===== src/rtl/serial_frame_pkg.sv =====
// Purpose : shared types and constants for the framed serial receiver.
// Latency : n/a (types, constants and a pure function only).
// Backpr. : n/a.
// Contents: state_t FSM encoding, line-level constants, even-parity check helper.
package serial_frame_pkg;

  typedef enum logic [2:0] {
    IDLE = 3'd0,
    DATA = 3'd1,
    PAR  = 3'd2,
    STOP = 3'd3,
    BRK  = 3'd4
  } state_t;

  localparam logic LINE_IDLE = 1'b1;
  localparam logic START_BIT = 1'b0;
  localparam logic STOP_BIT  = 1'b1;

  // Even parity holds when the XOR of all data bits equals the parity bit,
  // i.e. data bits plus parity bit carry an even number of ones.
  function automatic logic even_parity_ok(input logic data_xor, input logic par_bit);
    return ~(data_xor ^ par_bit);
  endfunction

endpackage


===== src/rtl/serial_shift_in.sv =====
// Purpose : LSB-first shift-in register with running XOR over the shifted bits.
// Latency : each enabled bit lands in o_data/o_par on the next rising edge.
// Backpr. : none; shifts whenever i_shift_en is high.
// Ports   : i_clk, i_rst_n (async active-low), i_clr (sync clear, start bit),
//           i_shift_en, i_bit -> o_data[WIDTH-1:0], o_par (XOR of shifted bits).
module serial_shift_in #(
  parameter int WIDTH = 4
) (
  input  logic             i_clk,
  input  logic             i_rst_n,
  input  logic             i_clr,
  input  logic             i_shift_en,
  input  logic             i_bit,
  output logic [WIDTH-1:0] o_data,
  output logic             o_par
);

  logic [WIDTH-1:0] r_data;
  logic             r_par;

  // New bits enter at the MSB and move down, so after WIDTH shifts the
  // first bit received sits in bit 0.
  always_ff @(posedge i_clk or negedge i_rst_n) begin
    if (!i_rst_n) begin
      r_data <= '0;
      r_par  <= 1'b0;
    end else if (i_clr) begin
      r_data <= '0;
      r_par  <= 1'b0;
    end else if (i_shift_en) begin
      r_data <= {i_bit, r_data[WIDTH-1:1]};
      r_par  <= r_par ^ i_bit;
    end
  end

  assign o_data = r_data;
  assign o_par  = r_par;

endmodule


===== src/rtl/serial_frame_rx.sv =====
// Purpose : receive start/data/parity/stop framed words from a 1-bit line, present them with valid/ack.
// Latency : word visible on data_out/valid one cycle after its stop bit is sampled.
// Backpr. : no stall; a good word arriving while valid&&!ack is dropped and overrun is set (sticky until ack).
// Ports   : clock, clear (async active-low), A (serial line), ack ->
//           data_out[WIDTH-1:0], valid, busy, parity_err/frame_err (1-cycle pulses), overrun.
module serial_frame_rx
  import serial_frame_pkg::*;
#(
  parameter int WIDTH     = 4,
  parameter int PARITY_EN = 1
) (
  input  logic             clock,
  input  logic             clear,
  input  logic             A,
  input  logic             ack,
  output logic [WIDTH-1:0] data_out,
  output logic             valid,
  output logic             busy,
  output logic             parity_err,
  output logic             frame_err,
  output logic             overrun
);

  localparam int CNT_W = $clog2(WIDTH);
  localparam logic [CNT_W-1:0] LAST_BIT = CNT_W'(WIDTH - 1);

  state_t           r_state;
  state_t           w_state_nxt;
  logic [CNT_W-1:0] r_cnt;
  logic [CNT_W-1:0] w_cnt_nxt;
  logic             w_shift_en;
  logic             w_clr;
  logic             r_par_bit;
  logic [WIDTH-1:0] w_shift_data;
  logic             w_data_xor;
  logic             w_par_ok;
  logic             w_stop_edge;
  logic             w_good;
  logic             w_bad_par;
  logic             w_bad_stop;

  logic [WIDTH-1:0] r_data_out;
  logic             r_valid;
  logic             r_parity_err;
  logic             r_frame_err;
  logic             r_overrun;

  serial_shift_in #(.WIDTH(WIDTH)) u_shift (
    .i_clk      (clock),
    .i_rst_n    (clear),
    .i_clr      (w_clr),
    .i_shift_en (w_shift_en),
    .i_bit      (A),
    .o_data     (w_shift_data),
    .o_par      (w_data_xor)
  );

  always_ff @(posedge clock or negedge clear) begin
    if (!clear) begin
      r_state <= IDLE;
      r_cnt   <= '0;
    end else begin
      r_state <= w_state_nxt;
      r_cnt   <= w_cnt_nxt;
    end
  end

  always_comb begin
    w_state_nxt = r_state;
    w_cnt_nxt   = r_cnt;
    w_shift_en  = 1'b0;
    w_clr       = 1'b0;
    case (r_state)
      IDLE: begin
        if (A == START_BIT) begin
          w_state_nxt = DATA;
          w_cnt_nxt   = '0;
          w_clr       = 1'b1;
        end
      end
      DATA: begin
        w_shift_en = 1'b1;
        w_cnt_nxt  = r_cnt + 1'b1;
        if (r_cnt == LAST_BIT) begin
          w_state_nxt = (PARITY_EN != 0) ? PAR : STOP;
        end
      end
      PAR:  w_state_nxt = STOP;
      STOP: w_state_nxt = (A == STOP_BIT) ? IDLE : BRK;
      // Wait for the line to return high so a held-low line is not read as a new start bit.
      BRK: begin
        if (A == LINE_IDLE) w_state_nxt = IDLE;
      end
      default: w_state_nxt = IDLE;
    endcase
  end

  always_ff @(posedge clock or negedge clear) begin
    if (!clear) begin
      r_par_bit <= 1'b0;
    end else if (r_state == PAR) begin
      r_par_bit <= A;
    end
  end

  assign w_par_ok    = (PARITY_EN == 0) || even_parity_ok(w_data_xor, r_par_bit);
  assign w_stop_edge = (r_state == STOP);
  assign w_good      = w_stop_edge && (A == STOP_BIT) && w_par_ok;
  // A zero stop bit is a framing error regardless of parity.
  assign w_bad_par   = w_stop_edge && (A == STOP_BIT) && !w_par_ok;
  assign w_bad_stop  = w_stop_edge && (A != STOP_BIT);

  always_ff @(posedge clock or negedge clear) begin
    if (!clear) begin
      r_data_out   <= '0;
      r_valid      <= 1'b0;
      r_overrun    <= 1'b0;
      r_parity_err <= 1'b0;
      r_frame_err  <= 1'b0;
    end else begin
      r_parity_err <= w_bad_par;
      r_frame_err  <= w_bad_stop;
      // Consumer takes the word; a delivery on the same edge overrides valid below.
      if (r_valid && ack) begin
        r_valid   <= 1'b0;
        r_overrun <= 1'b0;
      end
      if (w_good) begin
        if (!r_valid || ack) begin
          r_data_out <= w_shift_data;
          r_valid    <= 1'b1;
        end else begin
          r_overrun  <= 1'b1;
        end
      end
    end
  end

  assign data_out   = r_data_out;
  assign valid      = r_valid;
  assign busy       = (r_state != IDLE);
  assign parity_err = r_parity_err;
  assign frame_err  = r_frame_err;
  assign overrun    = r_overrun;

endmodule

===== config.mk =====
export PLATFORM = sky130hd
export DESIGN_NAME = serial_frame_rx
export DESIGN_NICKNAME = d
export VERILOG_FILES = /design/src/rtl/serial_frame_pkg.sv /design/src/rtl/serial_shift_in.sv /design/src/rtl/serial_frame_rx.sv
export SDC_FILE = /design/constraint.sdc
export NUM_CORES = 1
export LEC_CHECK = 0
export BUFFER_PORTS_ARGS = -buffer_cell sky130_fd_sc_hd__buf_2
export CAP_MARGIN = 20
export CELL_PAD_IN_SITES_DETAIL_PLACEMENT = 1
export CELL_PAD_IN_SITES_GLOBAL_PLACEMENT = 2
export CORE_UTILIZATION = 36
export DETAILED_ROUTE_END_ITERATION = 10
export PLACE_DENSITY_LB_ADDON = 0.1
export SYNTH_ARGS = -nofsm -noshare
export SYNTH_HDL_FRONTEND = slang
export SYNTH_HIERARCHICAL = 1
export SYNTH_SLANG_ARGS = --single-unit

===== constraint.sdc =====
create_clock -name clock -period 1.8 [get_ports clock]
set_clock_uncertainty 0.1 [all_clocks]
set_input_delay 0.09 -clock clock [delete_from_list [all_inputs] [get_ports clock]]
set_output_delay 0.09 -clock clock [all_outputs]
set_load 0.005 [all_outputs]

# --- After elaboration in Yosys (flattened, before gate mapping) ---
# Index checks and enable logic that the tools add are counted.
op_classes:
  n_addsub: 1
  multipliers: 0
  div: 0
  n_lt_le_gt_ge: 0
  eq_ne: 8
  shifts: 0
  muxes: 20
  bitwise: 4
  n_reduce_logical: 14
ops:
  columns: ["op", "count"]
  rows:
  - ["$pmux 3 s5", 1]
  - ["$mux 3", 4]
  - ["$mux 1", 11]
  - ["$mux 4", 2]
  - ["$eq 3x2->1 const B", 2]
  - ["$ne 2x2->1 const B", 3]
  - ["$logic_and 1x1->1", 5]
  - ["$pmux 2 s2", 1]
  - ["$reduce_and 2->1", 2]
  - ["$reduce_bool 2->1", 2]
  - ["$eq 3x1->1 const B", 1]
  - ["$eq 3x3->1 const B", 1]
  - ["$logic_not 3->1", 1]
  - ["$reduce_and 3->1", 1]
  - ["$reduce_bool 3->1", 1]
  - ["$add 2x1->2 const B", 1]
  - ["$eq 2x2->1 const B", 1]
  - ["$mux 2", 1]
  - ["$not 1->1", 2]
  - ["$xor 1x1->1", 2]
  - ["$logic_not 1->1", 1]
  - ["$logic_or 1x1->1", 1]
totals:
  register_bits: 19
  latch_bits: 0
  mem_bits_rw: 0
  romBits: 0
  input_bits: 4
  out_inout_bits: 9
  elab_cells: 57
  n_memories: 0

# --- Logic depth before layout (Yosys ltp) ---
# Gate-level depths: netlist of run 1.
depth:
  ltp_word: 4
  ltp_mapped: 6
  ltp_nobuf: 4

# --- By module ---
# The synthesis of run 1 kept the hierarchy.
by_module_without_submodules:
  columns: ["mod", "instances", "cells_each", "area_each_um2", "seq_area_each_um2"]
  rows:
  - ["serial_frame_rx", 1, 51, 639.4, 350.3]
  - ["serial_shift_in", 1, 17, 217.7, 125.1]

# --- Least setup slack after synthesis of run 1 ---
# OpenSTA, ideal clock, no wires.
synth_path:
  kind: "reg-to-reg"
  from: "register r_state[1]"
  to: "register r_cnt[0]"
  setup_time_ns: 0.127
  t_arrival_ns: 1.402
  t_required_ns: 1.573
  setup_slack_ns: 0.171
  stages_incl_launch_ff: 5
  n_path_buf: 1
  period_less_slack_ns: 1.629
  cell_sequence: "dfrtp_1 -> buf_4 -> nor4_1 -> nand3b_1 -> o21ai_0"
synth_between:
  elab_chain_cells: 3
synth_lines:
  columns: ["element", "line_no", "text"]
  rows:
  - ["start: declaration", "serial_frame_rx.sv:27", "state_t r_state;"]
  - ["start signal: assignment", "serial_frame_rx.sv:63", "r_state <= w_state_nxt;"]
  - ["$eq 3x1->1 or $logic_not 3->1 (tied branches)", "serial_frame_rx.sv:73", "case (r_state)"]
  - ["$reduce_bool 2->1 (no source line) or $ne 2x2->1 (tied branches)", null, null]
  - ["$reduce_and 2->1 (no source line)", null, null]
  - ["end signal: assignment", "serial_frame_rx.sv:64", "r_cnt <= w_cnt_nxt;"]
  - ["end: declaration", "serial_frame_rx.sv:29", "logic [CNT_W-1:0] r_cnt;"]
# Several ways; a longest one is shown, not always the timed one.
# A chain may end at the register's enable or synchronous reset.

# --- Worst setup path after layout of run 1 ---
layout_path:
  from: "register r_state[2]"
  to: "register u_shift.r_data[1], in the netlist u_shift/o_data[1]"
layout_between:
  elab_chain_cells: 3
layout_lines:
  columns: ["element", "line_no", "text"]
  rows:
  - ["$eq 3x1->1", "serial_frame_rx.sv:73", null]
  - ["$mux 1", "serial_frame_rx.sv:73", null]
  - ["net w_shift_en", "serial_frame_rx.sv:31", "logic w_shift_en;"]
  - ["$reduce_bool 2->1 (no source line)", null, null]
  - ["end signal: assignment", "serial_shift_in.sv:31", "r_data <= {i_bit, r_data[WIDTH-1:1]};"]
  - ["end: declaration", "serial_shift_in.sv:18", "logic [WIDTH-1:0] r_data;"]
# The timed path passes the listed nets, and every way through them passes these cells.

==> impl_metrics.csv, run 1 <==
group,metric,value,unit
run_status,run_status,"completed",
clock_tree,cts-root-buf,"clkbuf_4",
clock_tree,clkSlewWorstSetupHoldPaths,110,ps
global_routing,grt_max_degree,20,
sta,rsz0062_at_grt,"false",
floorplanning,die_area,0.00258,mm2
flow_run,max_cap_viol_count,0,
floorplanning,rows,17,
sta,tightestPinTransition,443,ps
sta,holdWs,148,ps
cells_and_area,finalNonFillerCells,115,
global_routing,grt_pass1_wl,2.69,mm
power,switchingPower,0.566,mW
yosys,ys_ff_latch,19,
route,vias_per_cell,4.93,
power,switching_share,36.2,%
yosys,yosysSeqAreaShare,55.5,%
sta,maxSlewViolCount,0,
sta,tns,0,ps
yosys,syn_nets,73,
clock_tree,clk-insertion-delay-late,300,ps
floorplanning,io_pins,13,
power,leakage,0.509,nW
yosys,async_reset_ff_share,100,%
yosys,synth_top_cell_area_share,55.5,%
global_routing,grt_pass1_vias,573,
floorplanning,core_area,0.00223,mm2
cells_and_area,n_antenna_cell,0,
place,dp_worst_setup_slack,189,ps
sta,slew_headroom,70.4,%
clock_tree,htreeDepth,1,
route,dr_total_vias,567,
route,drtPass1Iterations,2,
yosys,yosysUniqueCellTypes,29,
yosys,synth_area_per_cell,12.6,um2
cells_and_area,n_fill_cell,254,
place,dp_hpwl,1.10,mm
global_routing,grt_antenna_before_repair,0,
global_routing,grt_usage,14.9,%
place,io_buffers,12,
yosys,yosys-top-cells-area,"dfrtp_1 (55%), mux2i_1 (4.7%), mux2_2 (3.9%)",
cells_and_area,synthToLayoutAreaGrowth,16.9,%
cells_and_area,nets,93,
place,placedCellCount,108,
sta,hold_viol,0,
clock_tree,postCtsHoldBufs,3,
route,wl,1.52,mm
yosys,synth_edf_count,0,
sta,fin_crit_sh,90.5,%
worst_setup_path,slowest_delay,470,ps
yosys,yosys.area.top_type,"dfrtp_1",
hold_path,hp-class,"primary input to asynchronous set/reset pin",
yosys,syn_inst,68,
worst_setup_path,start_kind,"flop",
cells_and_area,multi_input_area,348,um2
worst_setup_path,crit_chain,"or3b_1 -> inv_1 -> mux2i_1 -> nor2_1",
clock_tree,post_cts_buffers,0,
worst_setup_path,path_class,"flop to flop",
route,ant_nets,0,
cells_and_area,seqCellArea,475,um2
sta,setup_viol,0,
worst_setup_path,crit_fanout,9,
worst_setup_path,crit_slowest_cell,"dfrtp_1",
power,comb_power_share,41.5,%
route,routedWlPerCell,13.2,um
floorplanning,die_h,50.8,um
sta,fin_ws,171,ps
global_routing,grt_overflow,0,
power,p_int,0.998,mW
yosys,synthFlopType,"dfrtp_1",
power,ir_drop,0.863,mV
yosys,yosys_warnings,6,
cells_and_area,finish.utilization,44.9,%
worst_setup_path,crit_required,1900,ps
worst_setup_path,endpoint_kind,"flop",
floorplanning,die_w,50.8,um
power,p_seq_share,44.6,%
clock_tree,clock-sinks,19,
place,place_congestion,0.730,
worst_setup_path,cp_top_family,"simple AND/OR/NAND/NOR gates",
yosys,synth_area,857,um2
clock_tree,cts_tree,"yes",
route,drc_errors,0,
clock_tree,cts_buffer_depth,2,
worst_setup_path,critPathArrivalTime,1730,ps
yosys,yosysMostFrequentCell,"dfrtp_1",
route,first_iter_violations,1,
sta,fin_crit,1630,ps
yosys,synthTopCellsByCount,"dfrtp_1 (19), nor2_1 (7), mux2i_1 (4), nand2_1 (4), nand3b_1 (4)",
clock_tree,cts_buffers,3,
power,powerDensity,1560,mW/mm2
worst_setup_path,path_buf_inv,1,
cells_and_area,drive_gt1_share,31.0,%
clock_tree,cts_resized,0,
floorplanning,start_util,38.4,%
sta,fmax,614,MHz
power,power_frac_clock,13.9,%
==> cells by family (layout without fill, tap and decap cells) <==
logic type	count (synthesis)	after routing	synth area share, %
simple gates	25	25	19.6
buf+inv	4	23	3.94
fa+ha+maj	1	1	1.46
compound gates	9	9	7.30
flops	19	19	55.5
xor+xnor	1	1	1.02
mux	9	9	11.2
==> metrics by stage <==
step | power, mW | area, um2
5_1_grt | 1.71 | 1000
4_1_cts | 1.59 | 1000
6_report | 1.56 | 1000
3_5_place_dp | 1.37 | 945
2_1_floorplan | 1.21 | 857
3_3_place_gp | 1.35 | 945
==> flip-flops by register name, indices dropped and copies added, names as in the netlist <==
register,cells
data_out,4
u_shift/o_data,4
r_state,3
r_cnt,2
frame_err,1
overrun,1
parity_err,1
r_par_bit,1
u_shift/o_par,1
valid,1
==> cell type report <==
cell class	count	share of cell area (%)
clock buffers	3	2.25
repair buffers	18	11.2
clock inverters	1	0.499
inverters	1	0.375
multi-input cells	45	34.7
flip-flops and latches	19	47.4
well taps	28	3.50
==> layout by cell type, fill, tap and decap left out, types with 2 or more instances in the layout <==
master / count
nand2_1: 4
mux2i_1: 4
dfrtp_1: 19
nor2_1: 7
a21oi_1: 2
dlygate4sd3_1: 3
clkbuf_4: 3
nand3b_1: 4
mux2_1: 2
buf_4: 3
o21ai_0: 2
buf_2: 12
mux2_2: 3
==> final timing paths <==
path,from,end,slack (ps),depth (start not counted)
max,r_state[2],u_shift/o_data[1],170,4
min,clear,r_state[2],150,2
max reg2reg,r_state[2],u_shift/o_data[1],170,4
min reg2reg,data_out[1],data_out[1],400,1
max in group asynchronous,clear,overrun,1140,2
min in group clock,data_out[1],data_out[1],400,1
==> per-layer routing <==
metal / up-vias / GRT usage, % / wire [um]
li1: 273 / - / -
met1: 280 / 19.3 / 727
met2: 12 / 22.7 / 705
met3: 2 / 6.36 / 76
met4: 0 / 4.17 / 9
met5: - / 0 / 0
==> power by group through the flow <==
stage	clock network (mW)	registers, mW	logic [mW]
detailed placement	0	0.711	0.655
global placement	0	0.705	0.646
CTS	0.229	0.702	0.663
finish	0.217	0.698	0.649
global route	0.249	0.721	0.740
floorplan	0	0.678	0.534
No activity file was read; power rests on OpenSTA's default activity.
==> run 2: changes to the inputs <==
--- a/config.mk
+++ b/config.mk
@@ -7,7 +7,7 @@
 export LEC_CHECK = 0
 export BUFFER_PORTS_ARGS = -buffer_cell sky130_fd_sc_hd__buf_2
 export CAP_MARGIN = 20
-export CELL_PAD_IN_SITES_DETAIL_PLACEMENT = 1
+export CELL_PAD_IN_SITES_DETAIL_PLACEMENT = 0
 export CELL_PAD_IN_SITES_GLOBAL_PLACEMENT = 2
 export CORE_UTILIZATION = 36
 export DETAILED_ROUTE_END_ITERATION = 10
==> run 2 against run 1 <==
Net effect: die area is the same; utilization did not move; clock-buffer cell count stayed put; global-route usage down 0.46 points; via count down 4.8%; final cell count stayed put; wire length down 5.5%; non-clock buffer count is the same; highest routed layer unchanged.
==> impl_metrics.csv, run 2 (same netlist as run 1, synthesis figures left out) <==
group,metric,value,unit
sta,fin_crit_sh,91.3,%
cells_and_area,synthToLayoutAreaGrowth,16.9,%
route,vias_per_cell,4.70,
run_status,run_status,"completed",
worst_setup_path,start_kind,"flop",
global_routing,grt_usage,14.5,%
floorplanning,die_w,50.8,um
cells_and_area,post-route-cell-area,0.00100,mm2
sta,maxSlewViolCount,0,
flow_run,max_cap_viol_count,0,
place,placed_area,945,um2
worst_setup_path,crit_slowest_cell,"dfrtp_1",
clock_tree,clk-insertion-delay-late,300,ps
power,power,1.56,mW
sta,fin_crit,1640,ps
place,io_buffers,12,
clock_tree,cts-root-buf,"clkbuf_4",
cells_and_area,finalNonFillerCells,115,
floorplanning,rows,17,
power,switching_share,36.0,%
sta,hold_viol,0,
cells_and_area,finish.utilization,44.9,%
power,power_frac_clock,14.1,%
cells_and_area,n_fill_cell,229,
power,switchingPower,0.560,mW
route,dr_total_vias,540,
cells_and_area,n_antenna_cell,0,
power,ir_drop,0.644,mV
cells_and_area,drive_gt1_share,31.0,%
sta,rsz0062_at_grt,"false",
worst_setup_path,critPathArrivalTime,1740,ps
clock_tree,cts_buffer_depth,2,
clock_tree,htreeDepth,1,
floorplanning,core_area,0.00223,mm2
route,drtPass1Iterations,3,
global_routing,grt_pass1_vias,563,
global_routing,grt_overflow,0,
cells_and_area,most-common-layout-cells,"dfrtp_1 (19), buf_2 (12), nor2_1 (7)",
route,drc_errors,0,
floorplanning,die_h,50.8,um
worst_setup_path,endpoint_kind,"flop",
route,routedWlPerCell,12.5,um
worst_setup_path,path_class,"flop to flop",
place,place_congestion,0.730,
clock_tree,clkSlewWorstSetupHoldPaths,110,ps
route,wl,1.44,mm
sta,tightestPinTransition,431,ps
worst_setup_path,crit_required,1900,ps
global_routing,grt_max_degree,20,
place,placedCellCount,108,
sta,tns,0,ps
power,powerDensity,1550,mW/mm2
power,comb_power_share,41.5,%
cells_and_area,nets,93,
floorplanning,die_area,0.00258,mm2
clock_tree,cts_resized,0,
worst_setup_path,crit_chain,"or3b_1 -> inv_1 -> mux2i_1 -> nor2_1",
route,ant_nets,0,
power,p_seq_share,44.5,%
clock_tree,cts_tree,"yes",
global_routing,grt_antenna_before_repair,0,
worst_setup_path,slowest_delay,480,ps
clock_tree,clock-sinks,19,
sta,setup_viol,0,
route,first_iter_violations,6,
worst_setup_path,r2r_setup_slack,160,ps
clock_tree,cts_buffers,3,
power,p_int,0.997,mW
sta,fmax,608,MHz
power,leakage,0.509,nW
floorplanning,start_util,38.4,%
sta,slew_headroom,71.2,%
hold_path,hp-class,"primary input to asynchronous set/reset pin",
floorplanning,io_pins,13,
cells_and_area,final_common_cell,"dfrtp_1",
clock_tree,post_cts_buffers,0,
worst_setup_path,crit_fanout,9,
global_routing,grt_pass1_wl,2.62,mm
clock_tree,postCtsHoldBufs,3,
==> run 2: power groups by stage <==
stage	clock [mW]	sequential (mW)	combinational (mW)
floorplan	0	0.678	0.534
global placement	0	0.705	0.646
detailed placement	0	0.704	0.650
CTS	0.234	0.695	0.657
global route	0.251	0.714	0.744
finish	0.219	0.693	0.645
==> run 2: worst paths after layout <==
path                        startpoint                 to  cells after the start
setup reg to reg            r_state[2]  u_shift/o_data[0]                      4
max in group asynchronous        clear  u_shift/o_data[2]                      2
hold reg to reg            data_out[1]        data_out[1]                      1
min in group clock         data_out[1]        data_out[1]                      1
setup / recovery            r_state[2]  u_shift/o_data[0]                      4
hold / removal                   clear         r_state[1]                      2
==> run 2: worst max-delay path: cells and delay by family, from the launching register on <==
kind / cells / cell delay (ps)
muxes: 1 / 220
and+or+nand+nor: 2 / 480
DFF: 1 / 480
buffers and inverters: 1 / 260
==> run 2: layout make-up <==
class / instances / area (um2) / share of cell area, %
timing repair buffer: 18 / 113 / 11.2
tap: 28 / 35.0 / 3.50
inverter: 1 / 3.75 / 0.375
sequential: 19 / 475 / 47.4
multi-input combinational: 45 / 348 / 34.7
clock buffer: 3 / 22.5 / 2.25
clock inverter: 1 / 5.00 / 0.499
==> run 2: stage by stage <==
step / setup slack (ps) / hold slack, ps
2_1_floorplan: 171 / -306
3_3_place_gp: 205 / -42.4
3_5_place_dp: 187 / -37.8
4_1_cts: 162 / 159
5_1_grt: 49.9 / 182
6_report: 156 / 146
==> run 2: per-layer routing <==
layer	up-vias	part of all wire (%)	GRT usage, %	wire length (um)
li1	272	-	-	-
met1	257	52	20.3	751
met2	9	44	20.0	625
met3	2	2.9	3.64	42
met4	0	1.2	8.33	17
met5	-	0	0	0
